`config.mk`:
```
export PLATFORM = sky130hd
export DESIGN_NAME = tracker_array_decoder_flat
export DESIGN_NICKNAME = d
export VERILOG_FILES = /design/src/rtl/tracker_array_decoder_if.sv /design/src/rtl/tracker_array_decoder.sv /design/src/flat_wrapper.sv
export SDC_FILE = /design/constraint.sdc
export NUM_CORES = 1
export LEC_CHECK = 0
export ABC_AREA = 1
export CAP_MARGIN = 20
export CORE_MARGIN = 5
export CORE_UTILIZATION = 52
export DETAILED_ROUTE_END_ITERATION = 12
export HOLD_SLACK_MARGIN = 0.06
export PLACE_DENSITY = 0.73
export SYNTH_ARGS = -nofsm -noshare
export SYNTH_HDL_FRONTEND = slang
export SYNTH_SLANG_ARGS = --single-unit
```
`constraint.sdc`:
```
create_clock -name clk -period 5.5 [get_ports clk]
set_input_delay 0.825 -clock clk [delete_from_list [all_inputs] [get_ports clk]]
set_output_delay 0.825 -clock clk [all_outputs]
set_load 0.005 [all_outputs]
```
`src/rtl/tracker_array_decoder_if.sv`:
```
// Sensor-to-steering bus for the line-tracker decoder: raw sensor vector in,
// steering code, signed position and seek/lost status out.
interface tracker_array_decoder_if #(
    parameter int unsigned N_SENSORS = 5
);
    localparam int unsigned POS_W = $clog2(N_SENSORS * N_SENSORS) + 1;

    logic [N_SENSORS-1:0]    track;
    logic [1:0]              state;
    logic signed [POS_W-1:0] position;
    logic                    seeking;
    logic                    lost;

    modport master (output track, input state, position, seeking, lost);
    modport slave  (input track, output state, position, seeking, lost);
endinterface

```
`src/rtl/tracker_array_decoder.sv`:
```
// N-channel line-tracker front end: synchronise, debounce, weigh the sensors and
// steer, remembering the last turn for a bounded time when the line disappears.
module tracker_array_decoder #(
    parameter int unsigned N_SENSORS    = 5,
    parameter int unsigned FILTER_LEN   = 4,
    parameter int unsigned LOST_TIMEOUT = 1000
) (
    input  logic                    clk,
    input  logic                    reset,
    tracker_array_decoder_if.slave  bus
);
    localparam int unsigned POS_W = $clog2(N_SENSORS * N_SENSORS) + 1;
    localparam int unsigned DEB_W = (FILTER_LEN > 1) ? $clog2(FILTER_LEN) : 1;
    localparam int unsigned TMR_W = (LOST_TIMEOUT > 1) ? $clog2(LOST_TIMEOUT) : 1;
    localparam int unsigned CNT_W = $clog2(N_SENSORS + 1);
    localparam int          HALF  = (int'(N_SENSORS) - 1) / 2;

    localparam logic [1:0] STEER_STOP  = 2'b00;
    localparam logic [1:0] STEER_RIGHT = 2'b01;
    localparam logic [1:0] STEER_LEFT  = 2'b10;
    localparam logic [1:0] STEER_FWD   = 2'b11;

    typedef enum logic [1:0] {
        ST_TRACK = 2'd0,
        ST_SEEK  = 2'd1,
        ST_LOST  = 2'd2
    } fsm_e;

    logic [N_SENSORS-1:0]    sync1_q;
    logic [N_SENSORS-1:0]    sync2_q;
    logic [N_SENSORS-1:0]    filt_q;
    logic [DEB_W-1:0]        deb_q [N_SENSORS];
    fsm_e                    fsm_q;
    logic [TMR_W-1:0]        timer_q;
    logic [1:0]              last_dir_q;
    logic [1:0]              state_q;
    logic signed [POS_W-1:0] pos_q;
    logic                    seeking_q;
    logic                    lost_q;

    logic signed [POS_W-1:0] sum_c;
    logic [CNT_W-1:0]        cnt_c;
    logic                    all_on_c;
    logic [1:0]              dir_c;

    // Two-flop synchroniser per channel
    always_ff @(posedge clk or negedge reset) begin
        if (!reset) begin
            sync1_q <= '0;
            sync2_q <= '0;
        end else begin
            sync1_q <= bus.track;
            sync2_q <= sync1_q;
        end
    end

    // Accept a new level only after FILTER_LEN consecutive differing samples
    always_ff @(posedge clk or negedge reset) begin
        if (!reset) begin
            filt_q <= '0;
            for (int i = 0; i < int'(N_SENSORS); i++) deb_q[i] <= '0;
        end else begin
            for (int i = 0; i < int'(N_SENSORS); i++) begin
                if (sync2_q[i] == filt_q[i]) begin
                    deb_q[i] <= '0;
                end else if (deb_q[i] == DEB_W'(FILTER_LEN - 1)) begin
                    filt_q[i] <= sync2_q[i];
                    deb_q[i]  <= '0;
                end else begin
                    deb_q[i] <= deb_q[i] + 1'b1;
                end
            end
        end
    end

    // Weighted position, active count and raw steering decision
    always_comb begin
        sum_c = '0;
        cnt_c = '0;
        for (int i = 0; i < int'(N_SENSORS); i++) begin
            if (filt_q[i]) begin
                sum_c = sum_c + POS_W'(i - HALF);
                cnt_c = cnt_c + 1'b1;
            end
        end
        all_on_c = &filt_q;
        if (all_on_c)          dir_c = STEER_STOP;
        else if (sum_c < 0)    dir_c = STEER_LEFT;
        else if (sum_c > 0)    dir_c = STEER_RIGHT;
        else                   dir_c = STEER_FWD;
    end

    // Any visible line forces TRACK from every state, so reacquire beats the timeout
    always_ff @(posedge clk or negedge reset) begin
        if (!reset) begin
            fsm_q      <= ST_LOST;
            timer_q    <= '0;
            last_dir_q <= STEER_FWD;
            state_q    <= STEER_STOP;
            pos_q      <= '0;
            seeking_q  <= 1'b0;
            lost_q     <= 1'b1;
        end else if (cnt_c != '0) begin
            fsm_q     <= ST_TRACK;
            state_q   <= dir_c;
            pos_q     <= sum_c;
            seeking_q <= 1'b0;
            lost_q    <= 1'b0;
            if (!all_on_c) last_dir_q <= dir_c;
        end else begin
            case (fsm_q)
                ST_TRACK: begin
                    fsm_q     <= ST_SEEK;
                    timer_q   <= '0;
                    state_q   <= last_dir_q;
                    seeking_q <= 1'b1;
                    lost_q    <= 1'b0;
                end
                ST_SEEK: begin
                    if (timer_q == TMR_W'(LOST_TIMEOUT - 1)) begin
                        fsm_q     <= ST_LOST;
                        state_q   <= STEER_STOP;
                        pos_q     <= '0;
                        seeking_q <= 1'b0;
                        lost_q    <= 1'b1;
                    end else begin
                        timer_q <= timer_q + 1'b1;
                    end
                end
                default: begin
                    fsm_q     <= ST_LOST;
                    state_q   <= STEER_STOP;
                    pos_q     <= '0;
                    seeking_q <= 1'b0;
                    lost_q    <= 1'b1;
                end
            endcase
        end
    end

    assign bus.state    = state_q;
    assign bus.position = pos_q;
    assign bus.seeking  = seeking_q;
    assign bus.lost     = lost_q;
endmodule
```
`src/flat_wrapper.sv`:
```
// flat-port wrapper written by rule: the top's interface ports become plain ports
module tracker_array_decoder_flat 
#(
    parameter int unsigned N_SENSORS    = 5,
    parameter int unsigned FILTER_LEN   = 4,
    parameter int unsigned LOST_TIMEOUT = 1000
)
  (clk, reset, bus_track, bus_state, bus_position, bus_seeking, bus_lost);
  tracker_array_decoder_if #(.N_SENSORS(N_SENSORS)) bus_i ();
  input  logic clk;
  input  logic reset;
  input wire logic [$bits(bus_i.track)-1:0] bus_track;
  output wire logic [$bits(bus_i.state)-1:0] bus_state;
  output wire logic [$bits(bus_i.position)-1:0] bus_position;
  output wire logic [$bits(bus_i.seeking)-1:0] bus_seeking;
  output wire logic [$bits(bus_i.lost)-1:0] bus_lost;
  assign bus_i.track = bus_track;
  assign bus_state = bus_i.state;
  assign bus_position = bus_i.position;
  assign bus_seeking = bus_i.seeking;
  assign bus_lost = bus_i.lost;
  tracker_array_decoder #(.N_SENSORS(N_SENSORS), .FILTER_LEN(FILTER_LEN), .LOST_TIMEOUT(LOST_TIMEOUT)) u_core (.clk(clk), .reset(reset), .bus(bus_i));
endmodule
```
* After elaboration in Yosys (flattened, before gate mapping)
Cells that the tools add are included.
Widths: inputs -> output; s select.
** Word-level totals
- Register bits :: 49
- Output and inout bits :: 10
- Logic and storage cells :: 107
** Cells by class
- Add/sub/neg operators :: 13
- Magnitude comparators :: 2
- Equal/unequal tests :: 15
- Mux-type cells :: 39
- Bitwise gates (word level) :: 7
- Reduce and logical (&&, ||, !) cells :: 12
** Operator list (number)
- $mux 6 :: 6
- $mux 2 :: 17
- $pmux 10 s2 :: 1
- $reduce_and 2->1 :: 7
- $mux 3 :: 4
- $pmux 6 s2 :: 1
- $add 10x1->10 const B :: 1
- $add 2x1->2 const B :: 5
- $eq 10x10->1 const B :: 1
- $eq 2x2->1 const B :: 5
- $mux 10 :: 1
- $add 3x1->3 const B :: 3
- $pmux 2 s2 :: 2
- $not 1->1 :: 7
- $add 6x1->6 const B :: 1
- $add 6x2->6 const B :: 1
- $add 6x3->6 const B :: 1
- $gt 6x1->1 const B :: 1
- $lt 6x1->1 const B :: 1
- $eq 1x1->1 :: 5
- $mux 1 :: 5
- $reduce_and 5->1 :: 1
- $pmux 1 s2 :: 2
- $ne 3x1->1 const B :: 1
- other kinds (8) :: 8

* Longest topological paths before layout
Gate-level depths: netlist of the first run.
- Depth in word-level cells :: 12
- Gate-level depth with buffers :: 20

* Worst setup path after synthesis of the first run
Ideal clock, no wire load.
- Path kind :: flip-flop to flip-flop
- Start point :: register u_core.filt_q[1]
- End point :: register u_core.timer_q[3]
- Library setup time :: 0.116 ns
- Arrival time :: 2.769 ns
- Required time :: 5.384 ns
- Slack :: 2.614 ns
- Stages on the path, launching flop included :: 20
- Path buffers :: 1
- Period minus slack after synthesis :: 2.886 ns
- Cell sequence :: dfrtp_1 -> inv_1 -> ha_1 -> inv_1 -> nand2_1 -> nand2_1 -> ha_1 -> or2_0 -> nand2_1 -> inv_1 -> ha_1 -> nand2_1 -> xnor2_2 -> xor2_2 -> nand2_4 -> inv_4 -> nand2_4 -> buf_6 -> nand2_1 -> nand2_1
** Between the ends
- Word-level cells in the longest chain between the ends :: 10
** RTL lines
- from (decl) :: line tracker_array_decoder.sv:31 : logic [N_SENSORS-1:0] filt_q;
- from (signal, indexed assignment) :: line tracker_array_decoder.sv:67 : filt_q[i] <= sync2_q[i];
- $mux 3 * :: line tracker_array_decoder.sv:81 : if (filt_q[i]) begin
- $add 3x1->3 :: line tracker_array_decoder.sv:83 : cnt_c = cnt_c + 1'b1;
- $mux 3 * :: line tracker_array_decoder.sv:81
- $add 3x1->3 :: line tracker_array_decoder.sv:83
- $mux 3 * :: line tracker_array_decoder.sv:81
- $add 3x1->3 :: line tracker_array_decoder.sv:83
- $mux 3 * :: line tracker_array_decoder.sv:81
- $reduce_bool 3->1 * :: line tracker_array_decoder.sv:103 : end else if (cnt_c != '0) begin
- $not 1->1 (no line) *
- $reduce_and 3->1 (no line) *
- to (signal assigned) :: line tracker_array_decoder.sv:127 : timer_q <= timer_q + 1'b1;
- to (decl) :: line tracker_array_decoder.sv:34 : logic [TMR_W-1:0] timer_q;
Every way passes the cells marked *; elsewhere a longest branch is shown, timed or not.
A chain may end at the register's enable or synchronous reset.

* Worst setup path after layout of the first run
- Start point :: register u_core.filt_q[1]
- End point :: register u_core.timer_q[5]
Same word-level chain as after synthesis.

==> results of run 1 <==
[cell families after synthesis]
kind of cell / Yosys count
AND/OR/NAND/NOR: 145
flip-flops: 47
buffers and inverters: 34
AO/OA/AOI/OAI: 16
XOR/XNOR: 14
adder cells (fa/ha/maj): 14
[layer usage]
layer	vias up	routed length, um	track usage, %
li1	886	-	-
met1	773	1810	18.52
met2	26	1726	22.39
met3	8	182	4.630
met4	0	89	6.701
met5	-	0	0
[power groups by stage]
| stage | sequential, uW | clock [uW] | combinational, uW |
|---|---|---|---|
| detailed placement | 542 | 0 | 805 |
| floorplan | 516 | 0 | 656 |
| finish | 535 | 194 | 795 |
| CTS | 534 | 202 | 809 |
| global route | 550 | 220 | 934 |
| global placement | 539 | 0 | 781 |
[state kept, by name, summed over array words and instances, names as in the netlist]
name	count
u_core.bus.position	6
u_core.bus.state	2
u_core.deb_q	10
u_core.filt_q	5
u_core.fsm_q	2
u_core.last_dir_q	2
u_core.sync1_q	5
u_core.sync2_q	5
u_core.timer_q	10
[per-stage QoR]
stage	cell area [sq um]	hold slack, ns
after floorplan	2364	0.3312
after global placement	2549	0.3335
after detailed placement	2549	0.3347
after CTS	2629	0.3531
after global routing	2649	0.3584
final	2649	0.3508
[path summary, 6_finish.rpt]
check	depth (start not counted)	slack, ns	to
min reg2reg	0	0.35	u_core.sync2_q[0]
max in group asynchronous	2	4.47	u_core.last_dir_q[1]
max reg2reg	19	2.31	u_core.timer_q[5]
min in group asynchronous	1	0.47	u_core.deb_q[9]
max	19	2.31	u_core.timer_q[5]
min	0	0.35	u_core.sync2_q[0]
[cell type report]
class / instances / area (sq um)
repair buffers: 17 / 175.2
multi-input cells: 189 / 1032
inverters: 30 / 116.4
well taps: 52 / 65.06
flip-flops and latches: 47 / 1180
clock buffers: 8 / 80.08
fillers: 371 / 1735
[synthesized netlist by cell type]
library cell   n
nand2_2        1
clkinv_2       1
nand2_1       87
nor3_1         6
xor2_2         1
dfstp_2        3
o21ai_2        4
nand2_4        2
a21oi_1        1
buf_2          1
or2_0          1
nor2_1        26
ha_1          14
nor3_4         1
o21ai_0        8
o211ai_1       2
nand4_1        4
dfrtp_1       44
buf_4          1
inv_1         25
xnor2_1        7
xnor2_2        1
nor4_1         1
buf_6          2
inv_4          1
xor2_1         5
nand3_1       16
inv_2          3
o21bai_1       1
[worst max-delay path: stages, from the launching register on]
cell and delay [ns]:
dfrtp_1 0.46, inv_1 0.15, ha_1 0.34, inv_1 0.17, nand2_1 0.09, nand2_1 0.09
ha_1 0.22, or2_0 0.21, nand2_1 0.08, inv_1 0.05, ha_1 0.17, nand2_1 0.09
xnor2_2 0.08, xor2_2 0.17, nand2_4 0.14, inv_4 0.07, nand2_4 0.16, clkinv_2 0.18
nand2_1 0.10, nand2_1 0.06
==> run summary, run 1 <==
CTS
-----------------------------------------------------------------------------------------------------------------
Number of H-tree levels                                                                                         2
Worst skew pair latency                                                                                   0.30 ns
Post-cts hold buffer count                                                                                      0
Buffer count from post-CTS setup fixing                                                                         0
Clock Pin Slew Worst Setup and Hold Paths                                                                 0.09 ns
Largest buffer count on any clock path                                                                          2
Root Buffer Master                                                                                       clkbuf_8
Clock tree from TritonCTS                                                                                   built
Number of clock sinks                                                                                          47
Post-cts gate resize count                                                                                      0
Number of CTS-inserted buffers                                                                                  5

PLACED DESIGN
-----------------------------------------------------------------------------------------------------------------
HPWL after DPL                                                                                            2857 um
Cell total after placement                                                                                    334
I/O Buffers                                                                                                    16
Post-place setup slack                                                                                   2.311 ns
Final estimated routing congestion in global placement                                                     0.7953

STA
-----------------------------------------------------------------------------------------------------------------
Slew HR                                                                                                    64.55%
Setup Total Neg Slack                                                                                        0 ns
Pin slew with the least headroom to its limit                                                           0.5269 ns
Crit path time final                                                                                     3.191 ns
Final critical-path share of the clock period                                                              58.02%
Setup repair after global routing missed its margin                                                         false
Final setup vio count                                                                                           0
Endpoints failing hold                                                                                          0
Skew final                                                                                             0.01347 ns
Fmax                                                                                                    313.4 MHz
Final worst-path setup slack                                                                             2.309 ns
Count of pins over their slew limit                                                                             0

LAYOUT
-----------------------------------------------------------------------------------------------------------------
NumNets Final                                                                                                 311
Number of antenna diodes                                                                                        0
Growth of design area from synthesis to finish                                                             12.07%
Most common cell after layout, fill and taps aside                                                        nand2_1
Post-layout instance count excluding filler cells                                                             343
Final standard cell utilization of the core                                                                60.42%
Fraction of layout instances using a drive strength above 1                                                8.591%
Commonest non-fill, non-tap cells in the layout                                                      nand2_1 (87), dfrtp_1 (44), nor2_1 (26)

OUTCOME
-----------------------------------------------------------------------------------------------------------------
Outcome                                                                                              finished clean

LOGIC SYNTHESIS
-----------------------------------------------------------------------------------------------------------------
Area fraction in compound gates after synthesis                                                            4.341%
Portion of netlist area occupied by mux cells                                                                  0%
Sequential element share of the synthesized area                                                           49.92%
Main combinational cell family by area after synthesis                                               simple AND/OR/NAND/NOR gates
Arithmetic-cell share of the synthesized area counting full adders, half adders and majority gates         7.411%
Synthesized-area fraction occupied by and/or/nand/nor cells                                                26.10%
Total of flip-flops plus latches after synthesis                                                               47
Count of synthesis-stage warnings from yosys                                                                    0
Synth Area in XOR/XNOR                                                                                     5.823%
Number of distinct standard cells referenced by the synthesized netlist                                        29
Cell taking the most area after synthesis                                                                 dfrtp_1
Mean cell area of the mapped netlist                                                                  8.754 sq um
Netlist Area Pre-Place                                                                                 2364 sq um
Fraction of synthesized cell area taken by the top area cell type                                          46.59%
Largest cells by area after synthesis                                                                dfrtp_1 (47%), nand2_1 (14%), ha_1 (7.4%)
Mapped Nets                                                                                                   291
Number of standard cells after synthesis                                                                      270

WORST SETUP PATH
-----------------------------------------------------------------------------------------------------------------
Start point of the critical path                                                                     u_core.filt_q[1]
Signal arrival time at the worst endpoint                                                                 3.39 ns
Launching element type of the critical path                                                              register
Kind of critical path                                                                                  reg -> reg
Endpoint type of the worst setup path                                                                    register
Critical Path Fanout Max                                                                                       15
Launch point of the worst reg-to-reg path                                                            u_core.filt_q[1]
Worst endpoint required time                                                                              5.70 ns

POWER AND IR DROP
-----------------------------------------------------------------------------------------------------------------
Lkg Pwr                                                                                               0.001345 uW
Part of the total power dissipated in the clock network                                                     12.7%
Overall power after layout                                                                                1523 uW
Register share of total power                                                                               35.1%
Internal power                                                                                           844.2 uW
Gate power share                                                                                            52.2%
Cell area power density                                                                              575.1 nW/um^2
Switching component of the power                                                                         679.3 uW
Fraction of power spent switching nets                                                                     44.59%
Largest voltage drop on the vdd net                                                                      238.2 uV

FLOORPLAN
-----------------------------------------------------------------------------------------------------------------
Core area                                                                                              4384 sq um
Die outline width                                                                                        77.42 um
Initial core utilization                                                                                   53.91%
Number of top-level design ports                                                                               17
Standard-cell rows                                                                                             24
Die outline area                                                                                       5994 sq um
Die H                                                                                                    77.42 um

DETAILED ROUTING
-----------------------------------------------------------------------------------------------------------------
Via-to-Cell Ratio                                                                                           4.936
Total wirelength of the detailed-routed design                                                            3809 um
Iteration-0 DRC count of the detailed router                                                                   65
Pre-Repair DR Iteration Count                                                                                   4
Count of vias placed by the detailed router                                                                  1693
Routed len/inst                                                                                          11.10 um
Remaining antenna violation count                                                                               0
Drc violations                                                                                                  0

GLOBAL ROUTE
-----------------------------------------------------------------------------------------------------------------
Leftover overflow at the end of global routing                                                                  0
Initial antenna violation count                                                                                 0
First-pass GRT wire length                                                                                6969 um
Vias in the first global route                                                                               1605
Total routing resource utilization after global routing                                                    14.48%
Pin count of the biggest net entering global routing                                                           48

HOLD PATH
-----------------------------------------------------------------------------------------------------------------
Worst min path class                                                                                   reg -> reg
Startpoint of the most critical hold path                                                            u_core.sync1_q[0]

RUN
-----------------------------------------------------------------------------------------------------------------
Number of maximum-capacitance violations                                                                        0

Note: power is estimated with default switching activity, not from simulation.
==> run 2: changes to the inputs <==
- clock period: 5.5 -> 3 ns (I/O delays scaled with it)
==> run summary, run 2 (same netlist as run 1, synthesis figures left out) <==
GLOBAL ROUTE
--------------------------------------------------------------------------
First-pass GRT wire length                                         7286 um
Pin count of the biggest net entering global routing                    48
Vias in the first global route                                        1701
Total routing resource utilization after global routing             14.81%
Initial antenna violation count                                          0
Leftover overflow at the end of global routing                           0

WORST SETUP PATH
--------------------------------------------------------------------------
Worst endpoint required time                                       3.20 ns
Longest individual stage delay on the worst path                   0.39 ns
Critical Path Fanout Max                                                15
Ordered cell list for the critical path                       inv_1 > ha_4 > inv_1 > nand2_1 > nand2_1 > ha_1 > or2_0 > nand2_1 > inv_1 > ha_1 > nand2_1 > xnor2_2 > xor2_2 > nand2_4 > inv_4 > nand2_8 > nand2_1 > o21ai_2
Signal arrival time at the worst endpoint                          3.05 ns
Endpoint type of the worst setup path                             register
Most frequent CP cell                                              nand2_1
Slowest stage cell on the critical path                            dfrtp_1
Kind of critical path                                           reg -> reg
Launching element type of the critical path                       register

CTS
--------------------------------------------------------------------------
Post-cts hold buffer count                                               0
Worst skew pair latency                                            0.30 ns
Root Buffer Master                                                clkbuf_8
Number of CTS-inserted buffers                                           5
Clock tree from TritonCTS                                            built
Number of H-tree levels                                                  2
Number of clock sinks                                                   47
Largest buffer count on any clock path                                   2
Clock Pin Slew Worst Setup and Hold Paths                          0.09 ns

POWER AND IR DROP
--------------------------------------------------------------------------
Cell area power density                                       1098 nW/um^2
Largest voltage drop on the vdd net                               489.6 uV
Overall power after layout                                         3022 uW
Lkg Pwr                                                        0.001389 uW

DETAILED ROUTING
--------------------------------------------------------------------------
Remaining antenna violation count                                        0
Routed len/inst                                                   11.44 um
Count of vias placed by the detailed router                           1727
Pre-Repair DR Iteration Count                                            5
Drc violations                                                           0
Total wirelength of the detailed-routed design                     4016 um
Iteration-0 DRC count of the detailed router                            89
Via-to-Cell Ratio                                                    4.920

FLOORPLAN
--------------------------------------------------------------------------
Core area                                                       4384 sq um
Die outline area                                                5994 sq um
Die outline width                                                 77.42 um
Number of top-level design ports                                        17
Initial core utilization                                            53.91%
Die H                                                             77.42 um
Standard-cell rows                                                      24

PLACED DESIGN
--------------------------------------------------------------------------
HPWL after DPL                                                     2920 um
Final estimated routing congestion in global placement              0.8419
I/O Buffers                                                             16

STA
--------------------------------------------------------------------------
Count of pins over their slew limit                                      0
Endpoints failing hold                                                   0
Final setup vio count                                                    0
Pin slew with the least headroom to its limit                    0.5115 ns
Slew HR                                                             65.59%
Fmax                                                             350.1 MHz
Skew final                                                     0.008002 ns
Final critical-path share of the clock period                       95.20%
Worst Hold Slack                                                0.07928 ns
Crit path time final                                              2.856 ns

HOLD PATH
--------------------------------------------------------------------------
Worst min path class                                           in -> async

LAYOUT
--------------------------------------------------------------------------
NumNets Final                                                          319
Commonest non-fill, non-tap cells in the layout               nand2_1 (87), dfrtp_1 (44), nor2_1 (26)
Number of antenna diodes                                                 0
Growth of design area from synthesis to finish                      16.52%
Fraction of layout instances using a drive strength above 1         12.71%
Most common cell after layout, fill and taps aside                 nand2_1

RUN
--------------------------------------------------------------------------
Number of maximum-capacitance violations                                 0

OUTCOME
--------------------------------------------------------------------------
Outcome                                                       finished clean

==> run 2: metal layers <==
layer | GRT usage [%] | vias up | wire length, um
li1 | - | 901 | -
met1 | 19.23 | 792 | 1876
met2 | 24.07 | 26 | 1899
met3 | 3.819 | 8 | 170
met4 | 5.155 | 0 | 70
met5 | 0 | - | 0
==> run 2: where the power goes <==
part           internal (uW)  switching [uW]  leakage [uW]  total (uW)
combinational            680             997      0.000761        1680
clock                    162             212     0.0000402         374
sequential               840             130      0.000588         971
total                   1680            1340       0.00139        3020
==> run 2: path summary, 6_finish.rpt <==
kind                                   startpoint                   end  slack [ns]  cells after the start
max in group asynchronous                   reset  u_core.last_dir_q[1]        2.37                      2
worst max register to register   u_core.filt_q[1]     u_core.timer_q[9]        0.14                     18
worst min-delay path                        reset       u_core.deb_q[2]        0.08                      1
min in group clk                u_core.sync1_q[3]     u_core.sync2_q[3]        0.36                      0
worst max-delay path             u_core.filt_q[1]     u_core.timer_q[9]        0.14                     18
worst min register to register  u_core.sync1_q[3]     u_core.sync2_q[3]        0.36                      0
==> run 2: area by class of cell <==
class | instances | area [sq um]
Sequential cell | 47 | 1180
Timing Repair Buffer | 25 | 235.2
Tap cell | 52 | 65.06
Inverter | 30 | 127.6
Fill cell | 382 | 1630
Multi-Input combinational cell | 189 | 1057
Clock inverter | 3 | 20.02
Clock buffer | 5 | 68.82
==> run 2: repair_timing <==
action	CTS	global route
gates resized for setup	1	7
endpoints found under the setup margin	10	17
pin swaps	0	2
buffers inserted	1	3
==> run 2: through the flow <==
stage	setup WS [ns]	instances	setup TNS [ns]	util [%]	cell area (sq um)
floorplan	0.1144	270	0	-	2364
global placement	0.1039	338	0	58.82	2579
detailed placement	0.01263	338	0	58.82	2579
CTS	0.03546	347	0	61.02	2675
global route	-0.05941	351	-0.4219	62.81	2754
finish	0.1440	351	0	62.81	2754
==> run 2: worst max-delay path, delay by kind of cell (launching register included) <==
family,cells,cell delay [ns]
simple gates,8,0.86
fa+ha+maj,3,0.75
flops,1,0.39
xor+xnor,2,0.36
buf+inv,4,0.32
compound gates,1,0.06
==> run 3: changes to the inputs <==
- CORE_MARGIN: 5 -> default
- clock period: 3 -> 2.74 ns (I/O delays scaled with it)
==> run summary, run 3 (same netlist as run 1, synthesis figures left out) <==
OUTCOME
-----------------------------------------------------------------------------
Outcome                                                          finished clean

RUN
-----------------------------------------------------------------------------
Number of maximum-capacitance violations                                    0

GLOBAL ROUTE
-----------------------------------------------------------------------------
Initial antenna violation count                                             0
Leftover overflow at the end of global routing                              0
First-pass GRT wire length                                            7672 um
Total routing resource utilization after global routing                20.09%
Pin count of the biggest net entering global routing                       30
Vias in the first global route                                           1711

WORST SETUP PATH
-----------------------------------------------------------------------------
Ordered cell list for the critical path                          inv_2 > ha_4 > inv_4 > nand2_4 > nand2_4 > ha_4 > or2_0 > nand2_1 > inv_2 > ha_4 > nand2_4 > xnor2_4 > xor2_2 > nand2_4 > inv_6 > nand2_8 > buf_6 > o21ai_2
Launching element type of the critical path                          register
Buffer and inverter count on the worst path                                 5
Dominant delay contributor by cell family on the critical path   simple AND/OR/NAND/NOR gates
Slowest stage cell on the critical path                               dfrtp_1
Most frequent CP cell                                                 nand2_4
Endpoint type of the worst setup path                                register
Kind of critical path                                              reg -> reg
Longest individual stage delay on the worst path                      0.41 ns
Signal arrival time at the worst endpoint                             2.93 ns
Critical Path Fanout Max                                                    8
Worst endpoint required time                                          2.97 ns

POWER AND IR DROP
-----------------------------------------------------------------------------
Fraction of power spent switching nets                                 44.37%
Internal power                                                        2125 uW
Lkg Pwr                                                           0.001450 uW
Register share of total power                                           28.3%
Largest voltage drop on the vdd net                                  606.9 uV
Cell area power density                                          1312 nW/um^2
Overall power after layout                                            3820 uW
Gate power share                                                        61.2%
Part of the total power dissipated in the clock network                 10.5%
Switching component of the power                                      1695 uW

FLOORPLAN
-----------------------------------------------------------------------------
Initial core utilization                                               54.28%
Standard-cell rows                                                         24
Die outline area                                                   4819 sq um
Die H                                                                69.42 um
Die outline width                                                    69.42 um
Number of top-level design ports                                           17
Core area                                                          4354 sq um

LAYOUT
-----------------------------------------------------------------------------
Most common cell after layout, fill and taps aside                    nand2_1
Final standard cell utilization of the core                            66.84%
Fraction of layout instances using a drive strength above 1            19.81%
NumNets Final                                                             328
Commonest non-fill, non-tap cells in the layout                  nand2_1 (78), dfrtp_1 (43), nor2_1 (25)
Area of the multi-input gates                                      1150 sq um
Count of fill cells added during filler insertion                         346
Number of antenna diodes                                                    0
Growth of design area from synthesis to finish                         23.13%
Layout Cell Area excl Fill                                         2910 sq um
Area taken by flip-flops and latches                               1181 sq um

CTS
-----------------------------------------------------------------------------
Clock tree from TritonCTS                                               built
Root Buffer Master                                                   clkbuf_8
Number of H-tree levels                                                     2
Largest buffer count on any clock path                                      2
Worst skew pair latency                                               0.30 ns
Clock Pin Slew Worst Setup and Hold Paths                             0.08 ns
Number of clock sinks                                                      47
Number of CTS-inserted buffers                                              5

PLACED DESIGN
-----------------------------------------------------------------------------
Final estimated routing congestion in global placement                 0.8302
HPWL after DPL                                                        3028 um
I/O Buffers                                                                16
Placement-stage cell area                                          2638 sq um

DETAILED ROUTING
-----------------------------------------------------------------------------
Pre-Repair DR Iteration Count                                               4
Remaining antenna violation count                                           0
Iteration-0 DRC count of the detailed router                              117
Routed len/inst                                                      12.13 um
Via-to-Cell Ratio                                                       5.025
Count of vias placed by the detailed router                              1809
Total wirelength of the detailed-routed design                        4366 um
Drc violations                                                              0

STA
-----------------------------------------------------------------------------
Endpoints failing hold                                                      0
Skew final                                                        0.006546 ns
Fmax                                                                370.6 MHz
Setup repair after global routing missed its margin                      true
Count of pins over their slew limit                                         0
Final setup vio count                                                       0
Slew HR                                                                62.41%
Setup Total Neg Slack                                                    0 ns
Crit path time final                                                 2.698 ns
Worst Hold Slack                                                    0.3545 ns
Pin slew with the least headroom to its limit                       0.5587 ns
Final critical-path share of the clock period                          98.48%

HOLD PATH
-----------------------------------------------------------------------------
Worst min path class                                               reg -> reg

-- run 3: final timing paths --
path | from | to | slack (ns) | cells past startpoint
min in group asynchronous | reset | u_core.sync2_q[3] | 0.57 | 2
max in group asynchronous | reset | u_core.last_dir_q[1] | 1.44 | 3
worst max register to register | u_core.filt_q[0] | u_core.timer_q[9] | 0.04 | 18
worst max-delay path | u_core.filt_q[0] | u_core.timer_q[9] | 0.04 | 18
worst min-delay path | u_core.sync1_q[3] | u_core.sync2_q[3] | 0.35 | 0
worst min register to register | u_core.sync1_q[3] | u_core.sync2_q[3] | 0.35 | 0
-- run 3: layout make-up --
class	count	area share, %
Clock inverter	1	0.1720
Sequential cell	47	40.58
Tap cell	52	2.236
Multi-Input combinational cell	190	39.51
Clock buffer	7	2.623
Inverter	30	4.557
Timing Repair Buffer	33	10.32
-- run 3: what timing repair did --
action | in CTS | in global routing
resized for setup | 8 | 23
hold buffers | 1 | 0
gates cloned | 1 | 0
endpoints found under the hold margin | 18 | 0
pin swaps | 4 | 9
buffers inserted | 3 | 3
endpoints found under the setup margin | 15 | 22
-- run 3: worst reg2reg max path, stage by stage, from the launching register on --
cell     delay, ns
dfrtp_1       0.41
inv_2         0.08
ha_4          0.29
inv_4         0.04
nand2_4       0.06
nand2_4       0.06
ha_4          0.23
or2_0         0.21
nand2_1       0.11
inv_2         0.05
ha_4          0.16
nand2_4       0.08
xnor2_4       0.13
xor2_2        0.21
nand2_4       0.09
inv_6         0.09
nand2_8       0.09
buf_6         0.15
o21ai_2       0.09
-- run 3: per-stage QoR --
| step | instances | worst slack [ns] |
|---|---|---|
| after detailed placement | 344 | -0.1172 |
| after floorplan | 270 | 0.01241 |
| after global placement | 344 | 0.02029 |
| after global routing | 360 | -0.09614 |
| final | 360 | 0.04154 |
| after CTS | 357 | 0.0009748 |
-- run 3: layer usage --
metal,track usage [%],wire length [um],vias up
li1,-,-,923
met1,28.22,2149,849
met2,31.39,2029,31
met3,3.924,124,6
met4,6.803,63,0
met5,0,0,-
-- run 3: power by group through the flow --
| stage | registers (uW) | clock network [uW] | logic [uW] |
|---|---|---|---|
| 2_1_floorplan | 1040 | 0 | 1340 |
| 3_3_place_gp | 1080 | 0 | 1760 |
| 3_5_place_dp | 1080 | 0 | 1830 |
| 4_1_cts | 1070 | 411 | 2050 |
| 5_1_grt | 1110 | 436 | 2610 |
| 6_report | 1080 | 403 | 2340 |
